==> config.mk <==
export PLATFORM = sky130hd
export DESIGN_NAME = reset_request_ctrl
export DESIGN_NICKNAME = d
export VERILOG_FILES = /design/src/rtl/rstcon_pkg.sv /design/src/rtl/rst_seq_counter.sv /design/src/rtl/reset_request_ctrl.sv
export SDC_FILE = /design/constraint.sdc
export NUM_CORES = 1
export LEC_CHECK = 0
export ABC_CLOCK_PERIOD_IN_PS = 2700
export CORE_MARGIN = 5
export CORE_UTILIZATION = 55
export DETAILED_ROUTE_END_ITERATION = 12
export MAX_ROUTING_LAYER = met4
export PLACE_DENSITY = 0.8
export SYNTH_ARGS = -nofsm -noshare
export SYNTH_HDL_FRONTEND = slang
export SYNTH_SLANG_ARGS = --single-unit
export TNS_END_PERCENT = 30
==> constraint.sdc <==
create_clock -name clk -period 2.7 [get_ports clk]
set_input_delay 0.54 -clock clk [delete_from_list [all_inputs] [get_ports clk]]
set_output_delay 0.54 -clock clk [all_outputs]
set_load 0.05 [all_outputs]
==> src/rtl/rstcon_pkg.sv <==
// Shared definitions for the reset request controller.
// Holds the FSM state encoding, the reset-cause codes, the parameter
// defaults and a small helper used to size the shared sequence counter.
package rstcon_pkg;

  localparam int HOLD_CYCLES_DEF = 16;
  localparam int STAGE_GAP_DEF   = 4;
  localparam int ACK_TIMEOUT_DEF = 255;

  localparam logic [1:0] CAUSE_POR = 2'b00;
  localparam logic [1:0] CAUSE_SW  = 2'b01;
  localparam logic [1:0] CAUSE_WDT = 2'b10;
  localparam logic [1:0] CAUSE_EXT = 2'b11;

  typedef enum logic [3:0] {
    IDLE,
    DRAIN,
    ASSERT_C,
    ASSERT_B,
    ASSERT_A,
    HOLD,
    REL_A,
    REL_B,
    REL_C
  } state_e;

  function automatic int max3(input int a, input int b, input int c);
    return (a > b) ? ((a > c) ? a : c) : ((b > c) ? b : c);
  endfunction

endpackage

==> src/rtl/rst_seq_counter.sv <==
// Shared down-counter for gap, hold and drain-timeout intervals.
// Ports:
//   clk      - clock, rising edge
//   load     - load a new interval length (takes priority over dec)
//   load_val - interval length in cycles (>= 1)
//   dec      - count one cycle of the current interval
//   zero     - high during the last cycle of the loaded interval
// The counter stores "cycles remaining minus one", so an interval of N
// cycles shows zero in exactly its N-th cycle. It has no reset of its own:
// the controller loads it every cycle its reset is asserted.
module rst_seq_counter #(
  parameter int CNT_W = 9
) (
  input  logic             clk,
  input  logic             load,
  input  logic [CNT_W-1:0] load_val,
  input  logic             dec,
  output logic             zero
);

  localparam logic [CNT_W-1:0] ONE = CNT_W'(1);

  logic [CNT_W-1:0] cnt_q, cnt_d;

  always_comb begin
    cnt_d = cnt_q;
    if (load)
      cnt_d = load_val - ONE;
    else if (dec && (cnt_q != '0))
      cnt_d = cnt_q - ONE;
  end

  always_ff @(posedge clk) begin
    cnt_q <= cnt_d;
  end

  assign zero = (cnt_q == '0);

endmodule

==> src/rtl/reset_request_ctrl.sv <==
// Reset request controller: collects sw / watchdog / external reset
// requests, drains downstream traffic, then asserts rst_c, rst_b, rst_a in
// staggered order, holds them, and releases rst_a, rst_b, rst_c in turn.
// Ports:
//   clk, rst                    - clock, synchronous active-high reset
//   sw/wdt/ext_rst_req          - reset requests (sampled in IDLE; ext also aborts DRAIN)
//   quiesce_ack / quiesce_req   - drain handshake with downstream
//   rst_a, rst_b, rst_c         - staged reset outputs (registered)
//   busy                        - any state but IDLE
//   rst_cause                   - cause of the last sequence
//   ack_timeout                 - last drain ended by timeout
// Timing: ASSERT_C and ASSERT_B each last STAGE_GAP cycles. ASSERT_A is the
// first cycle with all three resets high; HOLD supplies the remaining
// HOLD_CYCLES-1. REL_A lasts STAGE_GAP; REL_B is the cycle rst_b falls and
// REL_C the rest of that gap, so every edge is STAGE_GAP apart.
module reset_request_ctrl
  import rstcon_pkg::*;
#(
  parameter int HOLD_CYCLES = HOLD_CYCLES_DEF,
  parameter int STAGE_GAP   = STAGE_GAP_DEF,
  parameter int ACK_TIMEOUT = ACK_TIMEOUT_DEF
) (
  input  logic       clk,
  input  logic       rst,
  input  logic       sw_rst_req,
  input  logic       wdt_rst_req,
  input  logic       ext_rst_req,
  input  logic       quiesce_ack,
  output logic       quiesce_req,
  output logic       rst_a,
  output logic       rst_b,
  output logic       rst_c,
  output logic       busy,
  output logic [1:0] rst_cause,
  output logic       ack_timeout
);

  localparam int CNT_W = $clog2(max3(HOLD_CYCLES, STAGE_GAP, ACK_TIMEOUT)) + 1;

  localparam logic [CNT_W-1:0] HOLD_N  = CNT_W'(HOLD_CYCLES);
  localparam logic [CNT_W-1:0] HOLD_N1 = CNT_W'(HOLD_CYCLES - 1);
  localparam logic [CNT_W-1:0] GAP_N   = CNT_W'(STAGE_GAP);
  localparam logic [CNT_W-1:0] GAP_N1  = CNT_W'(STAGE_GAP - 1);
  localparam logic [CNT_W-1:0] TMO_N   = CNT_W'(ACK_TIMEOUT);

  state_e     state_q, state_d;
  logic [1:0] cause_q, cause_d;
  logic       ack_to_q, ack_to_d;
  logic       rst_a_q, rst_b_q, rst_c_q, busy_q, qreq_q;
  logic       rst_a_d, rst_b_d, rst_c_d, busy_d;

  logic             cnt_load, cnt_dec, cnt_zero;
  logic [CNT_W-1:0] cnt_val;

  rst_seq_counter #(.CNT_W(CNT_W)) u_cnt (
    .clk      (clk),
    .load     (cnt_load),
    .load_val (cnt_val),
    .dec      (cnt_dec),
    .zero     (cnt_zero)
  );

  always_comb begin
    state_d  = state_q;
    cause_d  = cause_q;
    ack_to_d = ack_to_q;
    cnt_load = 1'b0;
    cnt_val  = '0;
    cnt_dec  = 1'b0;

    unique case (state_q)
      IDLE: begin
        if (ext_rst_req || wdt_rst_req || sw_rst_req) begin
          state_d  = DRAIN;
          cnt_load = 1'b1;
          cnt_val  = TMO_N;
          if (ext_rst_req)      cause_d = CAUSE_EXT;
          else if (wdt_rst_req) cause_d = CAUSE_WDT;
          else                  cause_d = CAUSE_SW;
        end
      end
      DRAIN: begin
        // ext aborts the wait outright; ack beats a timeout in the same cycle
        if (ext_rst_req || quiesce_ack || cnt_zero) begin
          state_d  = ASSERT_C;
          cnt_load = 1'b1;
          cnt_val  = GAP_N;
          ack_to_d = !ext_rst_req && !quiesce_ack;
          if (ext_rst_req) cause_d = CAUSE_EXT;
        end else begin
          cnt_dec = 1'b1;
        end
      end
      ASSERT_C: begin
        if (cnt_zero) begin
          state_d  = ASSERT_B;
          cnt_load = 1'b1;
          cnt_val  = GAP_N;
        end else begin
          cnt_dec = 1'b1;
        end
      end
      ASSERT_B: begin
        if (cnt_zero) state_d = ASSERT_A;
        else          cnt_dec = 1'b1;
      end
      ASSERT_A: begin
        cnt_load = 1'b1;
        if (HOLD_CYCLES == 1) begin
          state_d = REL_A;
          cnt_val = GAP_N;
        end else begin
          state_d = HOLD;
          cnt_val = HOLD_N1;
        end
      end
      HOLD: begin
        if (cnt_zero) begin
          state_d  = REL_A;
          cnt_load = 1'b1;
          cnt_val  = GAP_N;
        end else begin
          cnt_dec = 1'b1;
        end
      end
      REL_A: begin
        if (cnt_zero) state_d = REL_B;
        else          cnt_dec = 1'b1;
      end
      REL_B: begin
        if (STAGE_GAP == 1) begin
          state_d = IDLE;
        end else begin
          state_d  = REL_C;
          cnt_load = 1'b1;
          cnt_val  = GAP_N1;
        end
      end
      REL_C: begin
        if (cnt_zero) state_d = IDLE;
        else          cnt_dec = 1'b1;
      end
      default: state_d = IDLE;
    endcase

    // reset parks the FSM in HOLD with a full hold interval pending
    if (rst) begin
      cnt_load = 1'b1;
      cnt_val  = HOLD_N;
      cnt_dec  = 1'b0;
    end
  end

  // outputs are decoded from the next state so they change on the same
  // edge as the state register, yet are driven straight from flops
  always_comb begin
    rst_c_d = (state_d != IDLE) && (state_d != DRAIN);
    rst_b_d = (state_d == ASSERT_B) || (state_d == ASSERT_A) ||
              (state_d == HOLD) || (state_d == REL_A);
    rst_a_d = (state_d == ASSERT_A) || (state_d == HOLD);
    busy_d  = (state_d != IDLE);
  end

  always_ff @(posedge clk) begin
    if (rst) begin
      state_q  <= HOLD;
      cause_q  <= CAUSE_POR;
      ack_to_q <= 1'b0;
      rst_a_q  <= 1'b1;
      rst_b_q  <= 1'b1;
      rst_c_q  <= 1'b1;
      busy_q   <= 1'b1;
      qreq_q   <= 1'b1;
    end else begin
      state_q  <= state_d;
      cause_q  <= cause_d;
      ack_to_q <= ack_to_d;
      rst_a_q  <= rst_a_d;
      rst_b_q  <= rst_b_d;
      rst_c_q  <= rst_c_d;
      busy_q   <= busy_d;
      qreq_q   <= busy_d;
    end
  end

  assign rst_a       = rst_a_q;
  assign rst_b       = rst_b_q;
  assign rst_c       = rst_c_q;
  assign busy        = busy_q;
  assign quiesce_req = qreq_q;
  assign rst_cause   = cause_q;
  assign ack_timeout = ack_to_q;

endmodule

Word-level counts from Yosys, hierarchy flattened
Cells that the tools add are included.

Register bits after elaboration: 20. Bits of input ports: 6. Output and inout port bits: 8. Logic and storage cells: 80.

Add/sub/neg operators: 2. Equality and inequality tests: 16. Multiplexer cells: 30. Reduce and logical (&&, ||, !) cells: 24.

Operator list (count): $pmux 8 s5 (1); $pmux 4 s9 (1); $eq 4x3->1 const B (7); $mux 4 (7); $mux 9 (3); $sub 9x1->9 const B (2); $eq 4x2->1 const B (3); $mux 2 (5); $logic_not 9->1 (1); $reduce_bool 9->1 (1); $logic_or 1x1->1 (8); $mux 8 (1); $mux 1 (7); $mux 3 (2); $ne 2x2->1 const B (3); $reduce_or 5->1 (1); $eq 4x1->1 const B (1); $eq 4x4->1 const B (1); $logic_not 4->1 (1); $ne 4x1->1 const B (1); $pmux 1 s4 (1); $pmux 2 s2 (1); $reduce_and 4->1 (1); $reduce_bool 2->1 (2); 6 further kinds (10).

Longest topological paths before layout
Word-level depth: 8. Gate-level depth with buffers: 10. Depth with buffers taken out: 9.

By module
From an unflattened synthesis, not the netlist that was laid out.

Cells, all modules: 148. Area total of the unflattened synthesis: 1395.1 µm².

Modules (own cells, without submodules): reset_request_ctrl (times used 1, cells an instance 85, area each 728.2 µm², sequential area each 220.2 µm²); rst_seq_counter (times used 1, cells an instance 63, area each 666.9 µm², sequential area each 270.3 µm²).

Least setup slack after synthesis
Ideal clock, no wire load.

Path type: input port to flip-flop. Start: in ext_rst_req. End: reg u_cnt.cnt_q[8] (data pin). Setup time: 0.265 ns. Arrival time: 2.154 ns. Required time: 2.435 ns. Path slack: 0.281 ns. Cell stages on the path: 8. Buffers on the path: 1. Path through: buf_6 or4_4 a21boi_1 a21o_1 ha_1 nor2b_1 a41o_1 a22oi_1.

Word-level cells in the longest chain between the ends: 7. Elaborated cells between the ends (all ways): 14. Classes of those cells: add/sub: 1; mux: 9; reduce/logical: 4.

RTL lines: from (decl) (RTL line reset_request_ctrl.sv:27) `input logic ext_rst_req,`; $logic_or 1x1->1 (on tied branches) (2 in series) (RTL line reset_request_ctrl.sv:73, reset_request_ctrl.sv:84); $mux 8 / $mux 3 (equally long branches) (RTL line reset_request_ctrl.sv:73, reset_request_ctrl.sv:84); $pmux 8 s5 (RTL line reset_request_ctrl.sv:71) `unique case (state_q)`; $mux 9 (RTL line reset_request_ctrl.sv:147) `if (rst) begin`; $sub 9x1->9 (RTL line rst_seq_counter.sv:28) `cnt_d = load_val - ONE;`; $mux 9 * (RTL line rst_seq_counter.sv:27) `if (load)`; net u_cnt.cnt_d[8] (RTL line rst_seq_counter.sv:23) `logic [CNT_W-1:0] cnt_q, cnt_d;`; to (signal assigned) (RTL line rst_seq_counter.sv:34) `cnt_q <= cnt_d;`; to (decl) (RTL line rst_seq_counter.sv:23).

Mark *: on every way through the listed nets, which the timed path passes. The rest lies on a longest branch. A chain may end at the register's enable or synchronous reset.

Worst setup path after layout
Same ends and word-level chain as after synthesis.

==> results.ini <==
[run_status]
status = finished clean

[hold_path]
min-delay-start = rst_cause[1]
worst_hold_path_type = reg -> reg

[routing]
drtPass1Iterations = 5
antenna_left = 0
route.vias.total = 1308
totalWireLength_um = 3530
wl_per_cell_um = 17.2
route.detailed.drc = 0
drt_iter0_drc = 72
via_per_inst = 6.38

[floorplanning]
dieHeight_um = 59.1
rows = 17
fp.dieW_um = 59.1
pin_count = 14
fp.dieArea_um2 = 3490
initial_core_util_pct = 58.7
fp.coreArea_um2 = 2250

[cells_and_area]
fill_cells = 181
area_delta_synth_final_pct = 24.9
drive_gt1_share_pct = 19.8
final_core_util_pct = 73.3
layout_commonest_cell = buf_4
insertedDiodeCount = 0
most-common-layout-cells = 22 x buf_4, 15 x nand2_1, 13 x clkdlybuf4s50_1, 11 x dfxtp_1
multi_input_area_um2 = 746
fin_cells = 205
seqCellArea_um2 = 490
num-nets-final = 185

[worst_setup_path]
crit_chain = clkdlybuf4s50_1, or4_4, a21boi_2, a21o_1, ha_1, nor2b_1, a41o_1, a22oi_1
crit-reg2reg-launch = u_cnt.cnt_q[5]
path_buf_inv = 1
start_kind = primary input
criticalPathCategory = in -> reg
crit_family = simple AND/OR/NAND/NOR gates
critical_path_arrival_ns = 2.67
path_max_fanout = 7
crit_path_top_delay_cell = or4_4
critPathRequiredTime_ns = 2.78
end_kind = flop
crit_path_start = ext_rst_req
cp_slowest_stage_delay_ns = 0.60

[placed_design]
port_buffers = 13
dp_hpwl_um = 2620
dpl.cell_count = 201
gp_congestion = 0.929
pre_cts_slack_ns = -0.237

[yosys]
synth_edf_count = 9
yosysSeqAreaShare_pct = 37.1
avgSynthCellArea_um2 = 8.94
ys_types = 54
synth_ff_type = dfxtp_1
syn-cell-area_um2 = 1320
synth_fp_nets = 155
ys_warn_count = 0
synth_cells = 148
synth-seq-cells = 20
synthArstFlopShare_pct = 0

[clocking]
cts_tree = built
hold_buffers = 0
insertion_delay_ns = 0.32
clockBufferDepth = 2
cts.clk_slew.worst_paths_ns = 0.12
htreeDepth = 1
clock-sinks = 20
numCtsBuffers = 3
cts_root_buf = clkbuf_4

[grt]
grt_pass1_vias = 1336
antenna_found_initial = 0
grt_max_degree = 17
track_usage_pct = 23.7
grt_pass1_wl_um = 6100
grt.overflow.total = 0

[sta]
finalSetupViolations = 0
slew_viol_final = 0
slew_headroom_pct = 63.7
setup_ws_ns = 0.109
min_period_ns = 2.59
fmax_mhz = 386
tightest_slew_ns = 0.541
hold_slack_ns = 0.487
rsz0062_at_grt = false
finalClockSkew_ns = 0.00829
finalHoldViolCount = 0
period_share_pct = 96.0

[pwr]
p_per_area_nw_per_um2 = 731
vdd_drop_max_mv = 0.601
p_total_mw = 1.21
p_leak_nw = 0.675

[job]
max-cap-violations = 0

==> routing by layer <==
layer | up-vias | share of wire (%) | GRT usage [%]
met1 | 605 | 39 | 27.9
met4 | 0 | 2.7 | 12.6
met5 | - | 0 | -
met2 | 79 | 49 | 37.5
met3 | 11 | 9.5 | 5.01
li1 | 613 | - | -
==> worst register-to-register path, stage by stage, from the launching register on <==
cell	delay [ns]
edfxtp_1	0.49
nor4_4	0.35
and3_1	0.24
o21ai_0	0.09
buf_4	0.15
nand2_1	0.07
a21o_1	0.15
ha_1	0.17
nor2b_1	0.19
a41o_1	0.21
a22oi_1	0.08
==> synth_stat cells, drive strengths merged, types with 2 or more instances <==
cell type   n  area share (%)
a221oi      2             1.3
xnor2       3             2.0
a22oi       3             1.7
a311oi      2             1.3
nand3       4             1.5
nor2        7             2.0
and2        2            0.95
inv         9             2.6
o311a       2             1.5
nor2b       6             2.8
a21oi      10             4.1
a31oi       2            0.95
edfxtp      9              20
nand4       2            0.95
nor4        2             2.1
o21ai       8             3.0
a21o        4             2.3
buf         7             3.5
a41o        2             1.5
nand2b      2            0.95
clkbuf      3            0.85
o211ai      2             1.1
dfxtp      11              17
nand2      15             4.3
nor3        6             2.6
==> power breakdown <==
group	switching (mW)	internal, mW	leakage, nW
combinational	0.252	0.223	0.461
sequential	0.0763	0.401	0.186
clock	0.105	0.150	0.0279
total	0.433	0.774	0.675
==> layout make-up <==
| type | count | area share [%] |
|---|---|---|
| clock buffers | 3 | 1.36 |
| clock inverters | 1 | 1.82 |
| inverters | 9 | 2.04 |
| multi-input cells | 109 | 45.1 |
| flip-flops and latches | 20 | 29.7 |
| well taps | 28 | 2.12 |
| repair buffers | 35 | 17.9 |
==> registers in the layout, summed over array words and instances, names as in the netlist <==
register     count
rst_a            1
ack_timeout      1
u_cnt.cnt_q      9
quiesce_req      1
rst_b            1
state_q          4
rst_c            1
rst_cause        2
==> repair_timing <==
item	in CTS	in global routing
gates resized for setup	0	1
buffers inserted	0	0
setup endpoints to repair	0	1
==> metrics by stage <==
step / cell area (um2) / TNS [ns]
after floorplan: 1320 / 0
after global placement: 1600 / -0.118
after detailed placement: 1600 / -0.668
after CTS: 1650 / 0
after global routing: 1650 / 0
final: 1650 / 0
==> path summary, 6_finish.rpt <==
| kind | to | slack [ns] | depth (start not counted) |
|---|---|---|---|
| worst min register to register | rst_cause[1] | 0.49 | 2 |
| worst max register to register | u_cnt.cnt_q[8] | 0.26 | 10 |
| worst max-delay path | u_cnt.cnt_q[8] | 0.11 | 8 |
| worst min-delay path | rst_cause[1] | 0.49 | 2 |
==> logic make-up after synthesis <==
group                    share of synthesized area (%)
AND/OR/NAND/NOR                                   24.2
AO/OA/AOI/OAI                                     26.7
flip-flops                                        37.1
buffers and inverters                             6.90
XOR/XNOR                                          2.65
multiplexers                                      1.61
adder cells (fa/ha/maj)                          0.945
No activity file was read; power rests on OpenSTA's default activity.
